### config.mk
export PLATFORM = sky130hd
export DESIGN_NAME = calc2_port_responder
export DESIGN_NICKNAME = d
export VERILOG_FILES = /design/src/rtl/calc2_pkg.sv /design/src/rtl/calc2_tag_fifo.sv /design/src/rtl/calc2_port_responder.sv
export SDC_FILE = /design/constraint.sdc
export NUM_CORES = 1
export LEC_CHECK = 0
export CELL_PAD_IN_SITES_DETAIL_PLACEMENT = 0
export CELL_PAD_IN_SITES_GLOBAL_PLACEMENT = 1
export CORE_MARGIN = 5
export CORE_UTILIZATION = 55
export CTS_BUF_LIST = sky130_fd_sc_hd__clkbuf_16
export CTS_CLUSTER_DIAMETER = 150
export CTS_CLUSTER_SIZE = 40
export DETAILED_ROUTE_END_ITERATION = 10
export PLACE_DENSITY = 0.89
export SLEW_MARGIN = 0
export SYNTH_ARGS = -nofsm -noshare
export SYNTH_HDL_FRONTEND = slang
export SYNTH_HIERARCHICAL = 1
export SYNTH_SLANG_ARGS = --single-unit
### constraint.sdc
create_clock -name c_clk -period 14.2 [get_ports c_clk]
set_input_delay 1.42 -clock c_clk [delete_from_list [all_inputs] [get_ports c_clk]]
set_output_delay 1.42 -clock c_clk [all_outputs]
set_load 0.01 [all_outputs]
### src/rtl/calc2_pkg.sv
// Shared types for the calc2 request/response protocol: opcodes, response codes,
// queue entry layout and the reference arithmetic used by the responder.
package calc2_pkg;

   typedef enum logic [3:0] {
      op_none = 4'd0,
      op_add  = 4'd1,
      op_sub  = 4'd2,
      op_shl  = 4'd5,
      op_shr  = 4'd6
   } operation_t;

   typedef enum logic [1:0] {
      resp_none = 2'b00,
      resp_ok   = 2'b01,
      resp_err  = 2'b10
   } resp_t;

   localparam int unsigned CALC2_QDEPTH = 4;

   typedef enum logic {CAP_IDLE, CAP_OP2} cap_state_t;
   typedef enum logic {EX_IDLE, EX_BUSY} ex_state_t;

   typedef struct packed {
      operation_t  op;
      logic [1:0]  tag;
      logic [31:0] op1;
      logic [31:0] op2;
   } entry_t;

   typedef struct packed {
      resp_t       resp;
      logic [31:0] data;
   } result_t;

   // Unsigned overflow/underflow reports an error with zeroed data.
   function automatic result_t calc2_alu(input entry_t e);
      result_t     r;
      logic [32:0] sum;
      r.resp = resp_ok;
      r.data = '0;
      sum    = '0;
      case (e.op)
         op_add: begin
            sum = {1'b0, e.op1} + {1'b0, e.op2};
            if (sum[32]) r.resp = resp_err;
            else         r.data = sum[31:0];
         end
         op_sub: begin
            if (e.op2 > e.op1) r.resp = resp_err;
            else               r.data = e.op1 - e.op2;
         end
         op_shl:  r.data = e.op1 << e.op2[4:0];
         op_shr:  r.data = e.op1 >> e.op2[4:0];
         default: r.resp = resp_err;
      endcase
      return r;
   endfunction

endpackage

### src/rtl/calc2_tag_fifo.sv
// Small in-order FIFO of queued calc2 commands; push and pop may occur together.
module calc2_tag_fifo
   import calc2_pkg::*;
#(
   parameter int unsigned DEPTH = CALC2_QDEPTH
) (
   input  logic                     clk,
   input  logic                     rst,
   input  logic                     push,
   input  entry_t                   push_entry,
   input  logic                     pop,
   output entry_t                   head,
   output logic                     full,
   output logic                     empty,
   output logic [$clog2(DEPTH):0]   count
);

   localparam int unsigned AW = $clog2(DEPTH);
   localparam int unsigned CW = AW + 1;

   entry_t          mem [DEPTH];
   logic [AW-1:0]   wr_ptr;
   logic [AW-1:0]   rd_ptr;
   logic            do_push;
   logic            do_pop;

   assign full    = (count == CW'(DEPTH));
   assign empty   = (count == '0);
   assign do_push = push && (!full || pop);
   assign do_pop  = pop && !empty;
   assign head    = mem[rd_ptr];

   always_ff @(posedge clk or posedge rst) begin
      if (rst) begin
         wr_ptr <= '0;
         rd_ptr <= '0;
         count  <= '0;
      end else begin
         if (do_push) wr_ptr <= (wr_ptr == AW'(DEPTH - 1)) ? '0 : wr_ptr + 1'b1;
         if (do_pop)  rd_ptr <= (rd_ptr == AW'(DEPTH - 1)) ? '0 : rd_ptr + 1'b1;
         case ({do_push, do_pop})
            2'b10:   count <= count + 1'b1;
            2'b01:   count <= count - 1'b1;
            default: count <= count;
         endcase
      end
   end

   always_ff @(posedge clk) begin
      if (do_push) mem[wr_ptr] <= push_entry;
   end

endmodule

### src/rtl/calc2_port_responder.sv
// Single-port calc2 responder: two-cycle request capture, 4-deep in-order queue,
// one add/sub/shift unit with per-operation latency, sticky protocol-error flag.
module calc2_port_responder
   import calc2_pkg::*;
#(
   parameter int unsigned ADD_LAT   = 2,
   parameter int unsigned SHIFT_LAT = 3
) (
   input  logic        c_clk,
   input  logic        reset,
   input  logic [3:0]  req_cmd_in,
   input  logic [1:0]  req_tag_in,
   input  logic [0:31] req_data_in,
   output logic [1:0]  out_resp,
   output logic [0:31] out_data,
   output logic [1:0]  out_tag,
   output logic        proto_err
);

   localparam int unsigned CW = $clog2(CALC2_QDEPTH) + 1;

   cap_state_t  cap_state, cap_next;
   operation_t  cap_op;
   logic [1:0]  cap_tag;
   logic [31:0] cap_op1;
   logic        cap_keep;
   logic        cmd_seen;
   logic        accept;

   ex_state_t   ex_state, ex_next;
   logic [7:0]  cnt, cnt_next;
   entry_t      cur;
   entry_t      head;
   entry_t      push_entry;
   entry_t      fire_src;
   result_t     res;
   logic        push, pop, fire;
   logic        full, empty;
   logic [CW-1:0] count;
   logic [3:0]  busy, busy_next;

   function automatic logic [7:0] lat_of(input operation_t op);
      case (op)
         op_add, op_sub: lat_of = 8'(ADD_LAT);
         op_shl, op_shr: lat_of = 8'(SHIFT_LAT);
         default:        lat_of = 8'd1;
      endcase
   endfunction

   calc2_tag_fifo #(.DEPTH(CALC2_QDEPTH)) u_fifo (
      .clk        (c_clk),
      .rst        (reset),
      .push       (push),
      .push_entry (push_entry),
      .pop        (pop),
      .head       (head),
      .full       (full),
      .empty      (empty),
      .count      (count)
   );

   always_comb begin
      cap_next = cap_state;
      cmd_seen = 1'b0;
      accept   = 1'b0;
      case (cap_state)
         CAP_IDLE: begin
            if (req_cmd_in != '0) begin
               cmd_seen = 1'b1;
               accept   = !busy[req_tag_in] && (count < CW'(CALC2_QDEPTH));
               cap_next = CAP_OP2;
            end
         end
         CAP_OP2: cap_next = CAP_IDLE;
         default: cap_next = CAP_IDLE;
      endcase
   end

   assign push       = (cap_state == CAP_OP2) && cap_keep && (!full || pop);
   assign push_entry = '{op: cap_op, tag: cap_tag, op1: cap_op1, op2: req_data_in};

   always_ff @(posedge c_clk or posedge reset) begin
      if (reset) begin
         cap_state <= CAP_IDLE;
         cap_op    <= op_none;
         cap_tag   <= '0;
         cap_op1   <= '0;
         cap_keep  <= 1'b0;
         proto_err <= 1'b0;
      end else begin
         cap_state <= cap_next;
         if (cmd_seen) begin
            cap_op   <= operation_t'(req_cmd_in);
            cap_tag  <= req_tag_in;
            cap_op1  <= req_data_in;
            cap_keep <= accept;
         end
         if (cmd_seen && !accept) proto_err <= 1'b1;
      end
   end

   // The response is registered one cycle before it appears, so a 1-cycle op
   // fires straight from the head at pop and longer ops fire when cnt reaches 1.
   always_comb begin
      ex_next  = ex_state;
      cnt_next = cnt;
      pop      = 1'b0;
      fire     = 1'b0;
      fire_src = cur;
      case (ex_state)
         EX_IDLE: begin
            if (!empty) begin
               pop = 1'b1;
               if (lat_of(head.op) == 8'd1) begin
                  fire     = 1'b1;
                  fire_src = head;
               end else begin
                  cnt_next = lat_of(head.op) - 8'd1;
                  ex_next  = EX_BUSY;
               end
            end
         end
         EX_BUSY: begin
            cnt_next = cnt - 8'd1;
            if (cnt == 8'd1) begin
               fire    = 1'b1;
               ex_next = EX_IDLE;
            end
         end
         default: ex_next = EX_IDLE;
      endcase
   end

   assign res = calc2_alu(fire_src);

   always_comb begin
      busy_next = busy;
      if (fire) busy_next[fire_src.tag] = 1'b0;
      if (push) busy_next[cap_tag]      = 1'b1;
   end

   always_ff @(posedge c_clk or posedge reset) begin
      if (reset) begin
         ex_state <= EX_IDLE;
         cnt      <= '0;
         cur      <= '0;
         busy     <= '0;
         out_resp <= resp_none;
         out_data <= '0;
         out_tag  <= '0;
      end else begin
         ex_state <= ex_next;
         cnt      <= cnt_next;
         busy     <= busy_next;
         if (pop) cur <= head;
         out_resp <= fire ? res.resp : resp_none;
         if (fire) begin
            out_data <= res.data;
            out_tag  <= fire_src.tag;
         end
      end
   end

endmodule

==> run metrics, run 1 <==
CTS clk-pin slew, worst paths=0.14 ns; RePlAce Congestion=0.985; Hold Path Cell Cnt=2; CP delay by family, top=buffers and inverters; post-synthesis sequential area ratio=between 50% and 60%; startpoint types=flop; Layout Skew=between 0.02 and 0.025 ns; count of final setup violators=0; EDFF count, synth=280; crit-path max cell delay=0.83 ns; initial antenna violation count=2; PortBufs=76; Slew HR=between 20% and 30%; core area=45100 µm²; worst-path cell chain=mux4_2, xnor2_1, o21ai_4, buf_4, mux2_2, buf_4, inv_4, ha_1, o21bai_1, a31oi_1, nor3b_1, nor4_1, nor2_1, a31oi_1, o41a_1, buf_4, o22ai_1, o21ai_0, a31oi_1; syn_area_per_cell=approximately 11 µm²; Sink Count=between 400 and 500; post-DR wirelength/cell=26.2 µm; Mapped Cells=2213; worst hold path type=flop to flop; Worst Path Buf+Inv=4; flops & latches, synth=~450; WP depth=19; most common cell in the netlist=nand2_1; die width=223 µm; dominant cell type by area after synthesis=edfxtp_1; clock latency at the later pin of the worst-skew pair=0.55 ns; Worst-Margin Slew=about 1.1 ns; crit path time final=between 7 and 8 ns; CTS buffer count=15; distinct cell type count after synthesis=100; # Post-CTS Setup Buffers=0; Post-CTS Hold Buffers=0; Async SR Flop Fraction=37.4%; final worst path period share=between 50 and 60%; CTS resizes=0; Die Height=around 220 µm; row cnt=78; RSZ-0062 raised after global routing=false; Area Overhead vs Synth=6.28%; CP required=between 10 and 15 ns; detailed-router iteration count before antenna repair=6; net count after synthesis=2330; Final Max Tran Viols=0; Root Buffer=clkbuf_16; Via Count=between 15000 and 20000; Final Hold Fails=0; f_max=approximately 130 MHz; worst-case clock buffer depth=3; Critical Path Fanout Max=between 60 and 70; largest net degree at the start of global routing=100; initial core utilization=roughly 55%; first-pass GRT wire length=approximately 110 mm; Final nets=2314; Synth area leaders=edfxtp_1, dfrtp_1, mux4_2; Setup crit end kind=flop; Worst Path Arrival=8.20 ns; synthesized area=between 20000 and 25000 µm²; max cap viols=0; CTS tree=yes; top_reg_cell synth=edfxtp_1; H-tree Lvls=1; worst r2r path cells=19; die area=approximately 50000 µm²; Final TNS setup=0 ns; Yosys top cell area share=roughly 34%; GR Overflow Total=0; most frequent cells after synthesis=nand2_1, edfxtp_1, nor2_1, dfrtp_1, a21oi_1; Filler Cell Count=3731; routed wire length=roughly 74 mm; Ys Warns=6; Total Routing Usage GR=a little under 30%; status=finished, final reports clean; post-route antenna net violation count=0; Slowest-stage cell, CP=dfrtp_4; # IOs=77; drt initial violations=around 2100; layout cells sized above 1=around an eighth; type of the worst setup path=flop to flop; number of global-route vias before repair=~18000; Via density=roughly 6.5; HPWL after detailed placement=52.6 mm; DRC viols=0
-- state kept, by name, indices dropped and copies added, names as in the netlist --
signal / flops
cap_tag: 2
out_data: 32
cnt: 8
u_fifo/rd_ptr: 2
ex_state: 1
cap_keep: 1
u_fifo/wr_ptr: 2
cap_state: 1
cur: 70
cap_op: 4
u_fifo/mem: 280
out_tag: 2
cap_op1: 32
u_fifo/count: 3
busy: 4
proto_err: 1
out_resp: 2
-- placed cells by master (no fill, tap or decap), drive strengths merged, types with 16 or more instances in the layout --
cell           instances
clkdlybuf4s50         76
a221oi                20
mux2i                100
o21bai                17
a31oi                 33
nand2b                16
o22ai                 19
nor3                  28
a21o                  24
nand3                 18
a211oi                33
buf                   24
mux2                 101
dfrtp                167
mux4                  71
nor2b                 25
xnor2                 28
nand2                306
ha                    74
inv                  115
a21oi                131
nor2                 172
o21ai                 88
edfxtp               280
-- worst paths after layout --
kind | startpoint | to | slack (ns)
setup / recovery | u_fifo/rd_ptr[0]$_DFFE_PP0P_ | out_data[19]$_DFFE_PP0P_ | 6.44
hold / removal | cur[30]$_DFFE_PP0P_ | cur[30]$_DFFE_PP0P_ | 0.49
setup reg to reg | u_fifo/rd_ptr[0]$_DFFE_PP0P_ | out_data[19]$_DFFE_PP0P_ | 6.44
hold reg to reg | cur[30]$_DFFE_PP0P_ | cur[30]$_DFFE_PP0P_ | 0.49
max in group asynchronous | reset | out_data[24]$_DFFE_PP0P_ | 11.18
min in group asynchronous | reset | u_fifo/wr_ptr[1]$_DFFE_PP0P_ | 1.21
-- worst min-delay path: cells and delay by family (launching register included) --
kind          cells  cell delay [ns]
flops             1             0.36
simple gates      2             0.10
-- logic make-up (layout without fill, tap and decap cells) --
family | after synthesis | count (layout) | synth area share [%]
simple gates | 630 | 630 | 11.0
xor+xnor | 34 | 34 | 1.19
mux | 272 | 272 | 15.2
compound gates | 510 | 510 | 14.0
other cells | 0 | 2 | 0
buf+inv | 243 | 235 | 4.23
fa+ha+maj | 77 | 77 | 3.95
flops | 447 | 447 | 50.4
-- layer usage --
layer | global-route usage [%] | wire, µm
met1 | 42.2 | 31700
met5 | 0 | 0
met4 | 9.51 | 2680
met3 | 4.26 | 5080
met2 | 45.1 | 34100
-- area by class of cell --
type	count	area (µm²)	share of cell area, %
Sequential cell	447	12600	47.5
Multi-Input combinational cell	1523	11400	42.9
Timing Repair Buffer	100	941	3.55
Tap cell	600	751	2.83
Inverter	110	425	1.60
Clock buffer	15	375	1.42
Clock inverter	10	66.3	0.250
Antenna cell	2	5.00	0.0189
-- stage by stage --
step	std cells	hold slack [ns]	util, %	worst slack [ns]	instance area (µm²)
after CTS	2805	0.489	58.8	6.67	26500
after global routing	2807	0.511	58.8	6.05	26500
final	2807	0.488	58.8	6.44	26500
after global placement	2780	0.451	57.8	6.82	26100
after detailed placement	2780	0.457	57.8	6.70	26100
after floorplan	2213	0.440	-	8.15	25000
Power of run 1 is left out: the tool's default activity adds up to more than one toggle a clock period on the data nets, which glitch-free logic cannot reach.
==> inputs of run 2 (changes only) <==
--- a/config.mk
+++ b/config.mk
@@ -8,12 +8,12 @@
 export CELL_PAD_IN_SITES_DETAIL_PLACEMENT = 0
 export CELL_PAD_IN_SITES_GLOBAL_PLACEMENT = 1
 export CORE_MARGIN = 5
-export CORE_UTILIZATION = 55
+export CORE_UTILIZATION = 51
 export CTS_BUF_LIST = sky130_fd_sc_hd__clkbuf_16
 export CTS_CLUSTER_DIAMETER = 150
 export CTS_CLUSTER_SIZE = 40
 export DETAILED_ROUTE_END_ITERATION = 10
-export PLACE_DENSITY = 0.89
+export PLACE_DENSITY = 0.83
 export SLEW_MARGIN = 0
 export SYNTH_ARGS = -nofsm -noshare
 export SYNTH_HDL_FRONTEND = slang
==> constraint.sdc (replaced) <==
create_clock -name c_clk -period 8.1 [get_ports c_clk]
set_input_delay 0.81 -clock c_clk [delete_from_list [all_inputs] [get_ports c_clk]]
set_output_delay 0.81 -clock c_clk [all_outputs]
set_load 0.01 [all_outputs]
==> run metrics, run 2 (synthesized netlist as in run 1, its figures left out) <==
clock latency at the later pin of the worst-skew pair=0.57 ns (+0.02 ns); GR Overflow Total=0 (unchanged); initial antenna violation count=0 (-2); Worst Path Arrival=7.72 ns (-0.48 ns); type of the worst setup path=flop to flop; Final Max Tran Viols=0 (unchanged); Final nets=2322 (+0.35%); startpoint types=flop; Layout Skew=0.0299 ns (+0.00561 ns); row cnt=81 (+3.8%); worst r2r path cells=18 (-1); largest net degree at the start of global routing=97 (-3.0%); CP Launch Point=u_fifo/rd_ptr[0]$_DFFE_PP0P_; H-tree Lvls=1 (unchanged); Post-Route Utilization=54.9% (-3.9 points); Filler Cell Count=4168 (+12%); Slew HR=25.8% (-0.48 points); CTS tree=yes; first-pass GRT wire length=112 mm (+0.16%); critical path's most frequent cell=a221oi_1; WP depth=18 (-1); CP endpoint=out_data[20]$_DFFE_PP0P_; crit-path max cell delay=0.85 ns (+0.02 ns); Worst Path Buf+Inv=3 (-1); Worst-Margin Slew=1.11 ns (+0.00724 ns); post-route antenna net violation count=0 (unchanged); final worst path period share=89.8% (+35 points); max reg flops=280 (unchanged); Setup crit end kind=flop; reg-to-reg slack, setup=0.82 ns (-5.62 ns); CP required=8.54 ns (-6.10 ns); count of final setup violators=0 (unchanged); Sink Count=447 (unchanged); f_max=137 MHz (+6.6%); layout cells sized above 1=12.1% (+0.44 points); PortBufs=76 (unchanged); RR Startpoint=u_fifo/rd_ptr[0]$_DFFE_PP0P_; Die Height=231 µm (+3.7%); Post-CTS Hold Buffers=0 (unchanged); Finished Cell Area=26700 µm² (+0.72%); worst-case clock buffer depth=3 (unchanged); Critical Path Fanout Max=50 (-26%); most frequent cells in the layout=nand2_1, edfxtp_1, nor2_1; CTS resizes=0 (unchanged); drt initial violations=1898 (-11%); die width=231 µm (+3.7%); die area=53500 µm² (+7.5%); number of global-route vias before repair=17700 (+0.25%); # IOs=77 (unchanged); Via Count=18200 (+0.43%); Slowest-stage cell, CP=o21ai_4; max cap viols=0 (unchanged); Antenna diodes=0 (-2); worst hold path type=flop to flop; CTS clk-pin slew, worst paths=0.14 ns (about the same); status=finished, final reports clean; worst-path cell chain=mux4_2, xnor2_1, o21ai_4, buf_12, mux2i_1, inv_1, ha_1, nand2b_1, a221oi_1, o31a_1, nor4_1, nor2_1, a31oi_1, o41a_1, buf_4, o221ai_1, a221oi_1, a21oi_1; CTS buffer count=16 (+1); commonest non-fill, non-tap cell in the layout=nand2_1; Cell Area, Placed=26200 µm² (+0.36%); post-DR wirelength/cell=25.8 µm (-1.6%); Largest Register=u_fifo/mem; biggest regs=u_fifo/mem: 280 flops, cur: 70 flops; Total Routing Usage GR=27.1% (-1.8 points); DRC viols=0 (unchanged); detailed-router iteration count before antenna repair=7 (+1); initial core utilization=51.3% (-4.0 points); Final Hold Fails=0 (unchanged); Final TNS setup=0 ns (unchanged); Root Buffer=clkbuf_16; HPWL after detailed placement=52.9 mm (+0.65%); core area=48600 µm² (+7.9%); crit path time final=7.28 ns (-0.483 ns); routed wire length=73.2 mm (-0.52%); CP delay by family, top=compound AO/OA/AOI/OAI gates; Area Overhead vs Synth=7.04%; RePlAce Congestion=0.993 (+0.80%); # Post-CTS Setup Buffers=0 (unchanged); r2r endpoint=out_data[20]$_DFFE_PP0P_; Via density=6.42 (-0.63%); RSZ-0062 raised after global routing=false
[run 2: changes by cell type in the layout (fill, tap and decap cells not counted)]
cell	change
clkinv_16	+2
diode_2	-2
inv_1	-1
clkbuf_16	+2
buf_4	+6
buf_12	+1
inv_12	+1
inv_16	-1
[run 2: worst min path at each step]
| stage | endpoint | slack, ns | depth (start not counted) | from |
|---|---|---|---|---|
| floorplan | cur[10]$_DFFE_PP0P_ | 0.44 | 2 | cur[10]$_DFFE_PP0P_ |
| global placement | cur[30]$_DFFE_PP0P_ | 0.45 | 2 | cur[30]$_DFFE_PP0P_ |
| detailed placement | cur[30]$_DFFE_PP0P_ | 0.46 | 2 | cur[30]$_DFFE_PP0P_ |
| CTS | cur[24]$_DFFE_PP0P_ | 0.49 | 2 | cur[24]$_DFFE_PP0P_ |
| global route | cur[32]$_DFFE_PP0P_ | 0.51 | 2 | cur[32]$_DFFE_PP0P_ |
| finish | cur[23]$_DFFE_PP0P_ | 0.48 | 2 | cur[23]$_DFFE_PP0P_ |
[run 2: per-layer routing]
layer  part of all wire [%]  routed length [µm]  track usage, %
met1                     45               32700            40.2
met2                     46               33900            43.2
met3                    6.2                4550            3.11
met4                    2.8                2010            6.76
met5                      0                   0               0
[run 2: tightest hold or removal path, cell delays in order (launching register included)]
cell and delay (ns):
dfrtp_1 0.36, nand2_1 0.05, nand2_1 0.05
[run 2: per-stage QoR]
step,worst slack [ns],hold WS (ns),instances
2_1_floorplan,2.05,0.440,2213
3_3_place_gp,1.11,0.451,2809
3_5_place_dp,0.942,0.457,2809
4_1_cts,0.899,0.487,2837
5_1_grt,0.289,0.507,2837
6_report,0.822,0.484,2837
[run 2: final cells by class]
class / instances / area (µm²) / share of cell area (%)
inverter: 110 / 425 / 1.59
clock inverter: 11 / 119 / 0.445
multi-input combinational: 1523 / 11400 / 42.6
timing repair buffer: 107 / 1010 / 3.77
tap: 622 / 778 / 2.91
sequential: 447 / 12600 / 47.1
clock buffer: 17 / 425 / 1.59
Power of run 2 is left out for the same reason.
==> edit: new RTL, flow settings as in run 2 <==
Add an input register stage for `req_data_in`; this delays it by one clock. The other inputs are not delayed to match.
--- a/src/rtl/calc2_port_responder.sv
+++ b/src/rtl/calc2_port_responder.sv
@@ -18,6 +18,12 @@
 );
 
    localparam int unsigned CW = $clog2(CALC2_QDEPTH) + 1;
+
+   logic [0:31] req_data_q;
+
+   always_ff @(posedge c_clk) begin
+      req_data_q <= req_data_in;
+   end
 
    cap_state_t  cap_state, cap_next;
    operation_t  cap_op;
@@ -77,7 +83,7 @@
    end
 
    assign push       = (cap_state == CAP_OP2) && cap_keep && (!full || pop);
-   assign push_entry = '{op: cap_op, tag: cap_tag, op1: cap_op1, op2: req_data_in};
+   assign push_entry = '{op: cap_op, tag: cap_tag, op1: cap_op1, op2: req_data_q};
 
    always_ff @(posedge c_clk or posedge reset) begin
       if (reset) begin
@@ -92,7 +98,7 @@
          if (cmd_seen) begin
             cap_op   <= operation_t'(req_cmd_in);
             cap_tag  <= req_tag_in;
-            cap_op1  <= req_data_in;
+            cap_op1  <= req_data_q;
             cap_keep <= accept;
          end
          if (cmd_seen && !accept) proto_err <= 1'b1;
Check against the original RTL: not equivalent (a bounded check fails within 10 cycles, from zero or initial values and one cycle with reset high).
==> edit against run 2 <==
- sequential cell count grew 32
- design area grew 5.5%
- synthesized cell count grew 8.8%
- hold slack gained 0.0081 ns
- worst setup slack gained 0.97 ns
- final cell count grew 8.6%
- wire length grew 15%
- non-clock buffer count grew 6
- critical path depth shrank 4
- sequential share of layout area shrank 0.20 points
- area after synthesis grew 5.8%
- critical endpoint is now out_data[12]
- largest cell class unchanged
Power is not shown: default switching activity piles up to over one toggle a cycle in this logic, so the estimate is an artifact.
==> edit: results (changes against run 2) <==
metric;value;unit;change
clock latency at the later pin of the worst-skew pair;0.57;ns;about the same
ratio of cells with drive above 1 in the final layout;10.8;%;-1.4 points
Commonest cells post-synth;nand2_1 (485), edfxtp_1 (280), dfrtp_1 (167);;
slowest CP cell;mux2i_1;;
antenna fix cells;0;;unchanged
postcts setup bufs;0;;unchanged
Net Count, Synth;2524;;+8.3%
Clock transition at path regs;0.15;ns;
worst hold-check path type;reg -> reg;;
Fin Clk Skew;0.0219;ns;-0.00800 ns
largest net degree at the start of global routing;97;;unchanged
DP Area;0.0277;mm^2;+5.9%
Fillers;4421;;+6.1%
DRC;0;;unchanged
WP data arrival;6.73;ns;-0.99 ns
gr usage total;29.1;%;+2.1 points
IO Port Bufs;76;;unchanged
cts hold-fix bufs;0;;unchanged
R2R depth;14;;-4
global-route wire length before repair;126000;um;+12%
Synth Area in XOR/XNOR;1.03;%;-0.16 points
Crit path largest cell delay;0.90;ns;+0.05 ns
GP Congestion;0.986;;-0.62%
cts repair resizes;0;;unchanged
Critical R2R Capture;out_data[12];;
Synth area leaders;edfxtp_1 (32%), dfrtp_1 (16%), nand2_1 (6.9%);;
max_slew headroom;20.3;%;-5.5 points
Synth async-reset ratio;34.9;%;-2.5 points
H-tree levels;1;;unchanged
registers with the most flip-flops;u_fifo/mem x280, cur x70;;
hold path startpoint;cur[29];;
status;completed;;
DP HPWL;62800;um;+19%
Unique masters post-synth;105;;+5.0%
Synth Area in Compound Gates;13.4;%;-0.64 points
Clock Path Buffers;3;;unchanged
number of synthesized flops with an enable pin;280;;unchanged
DR vias;19500;;+7.2%
Seq/Total Area, Yosys;50.1;%;-0.33 points
CTS Buf Count;16;;unchanged
vias in the first global route;18700;;+5.7%
drt pass-1 iters;5;;-2
Ys Warns;6;;unchanged
R2R Path Start;u_fifo/rd_ptr[1];;
adder-cell share of the synthesized area;3.73;%;-0.22 points
Clock Tree Root;clkbuf_16;;
pre-CTS setup slack;2.01;ns;+1.07 ns
flop2flop setup slack;1.79;ns;+0.97 ns
worst-path maximum fanout;18;;-64%
mux contribution to synthesized area;15.1;%;-0.046 points
Hold EP;cur[29];;
worst hold stages;2;;unchanged
initial antenna violation count;0;;unchanged
Iter 0 DRT Violations;1980;;+4.3%
Routed WL;84000;um;+15%
## edit: cell types whose count changed after synthesis, sizes merged, moves of 17 or more
cell	change
nand2	+179
dfxtp	+32
inv	-19
clkbuf	+17
mux2	-23
mux2i	+50
nand3	+22
nor2	-70
## edit: metal layers
layer  vias up  share of wire (%)  track usage (%)
met4         0                3.6             8.85
met1      9787                 44             42.8
met2       825                 46             46.0
met3       105                6.7             3.47
met5         -                  0                0
li1       8805                  -                -
## edit: cell families (layout without fill, tap and decap cells)
logic type / after synthesis / in the layout
adder cells (fa/ha/maj): 77 / 77
buffers and inverters: 238 / 231
AO/OA/AOI/OAI: 509 / 509
multiplexers: 299 / 299
XOR/XNOR: 31 / 31
AND/OR/NAND/NOR: 774 / 774
flip-flops: 479 / 479
## edit: critical path, delay by kind of cell, from the launching register on
family                   cells  cell delay, ns
flip-flops                   1            0.68
adder cells (fa/ha/maj)      1            0.37
AND/OR/NAND/NOR              1            0.31
multiplexers                 2            1.34
buffers and inverters        1            0.18
AO/OA/AOI/OAI                8            3.05
XOR/XNOR                     1            0.23
## edit: layout make-up
class	count	area share, %
tap	680	3.02
multi-input combinational	1690	43.3
clock buffer	16	1.42
sequential	479	46.9
timing repair buffer	113	3.77
clock inverter	12	0.315
inverter	90	1.22
## edit: worst max-delay path by stage
stage          cells after the start            to              from  slack [ns]
5_1_grt                           14  out_data[12]  u_fifo/rd_ptr[1]        1.50
3_5_place_dp                      14  out_data[12]  u_fifo/rd_ptr[1]        2.01
6_report                          14  out_data[12]  u_fifo/rd_ptr[1]        1.79
2_1_floorplan                     23  out_data[11]  u_fifo/rd_ptr[0]        2.52
4_1_cts                           14  out_data[12]  u_fifo/rd_ptr[1]        1.94
3_3_place_gp                      16   out_data[2]  u_fifo/rd_ptr[1]        2.01
## edit: through the flow
| stage | cells | hold WS (ns) | utilization [%] |
|---|---|---|---|
| after floorplan | 2407 | 0.445 | - |
| after global placement | 3052 | 0.458 | 54.0 |
| after detailed placement | 3052 | 0.462 | 54.0 |
| after CTS | 3080 | 0.495 | 55.0 |
| after global routing | 3080 | 0.511 | 55.0 |
| final | 3080 | 0.492 | 55.0 |
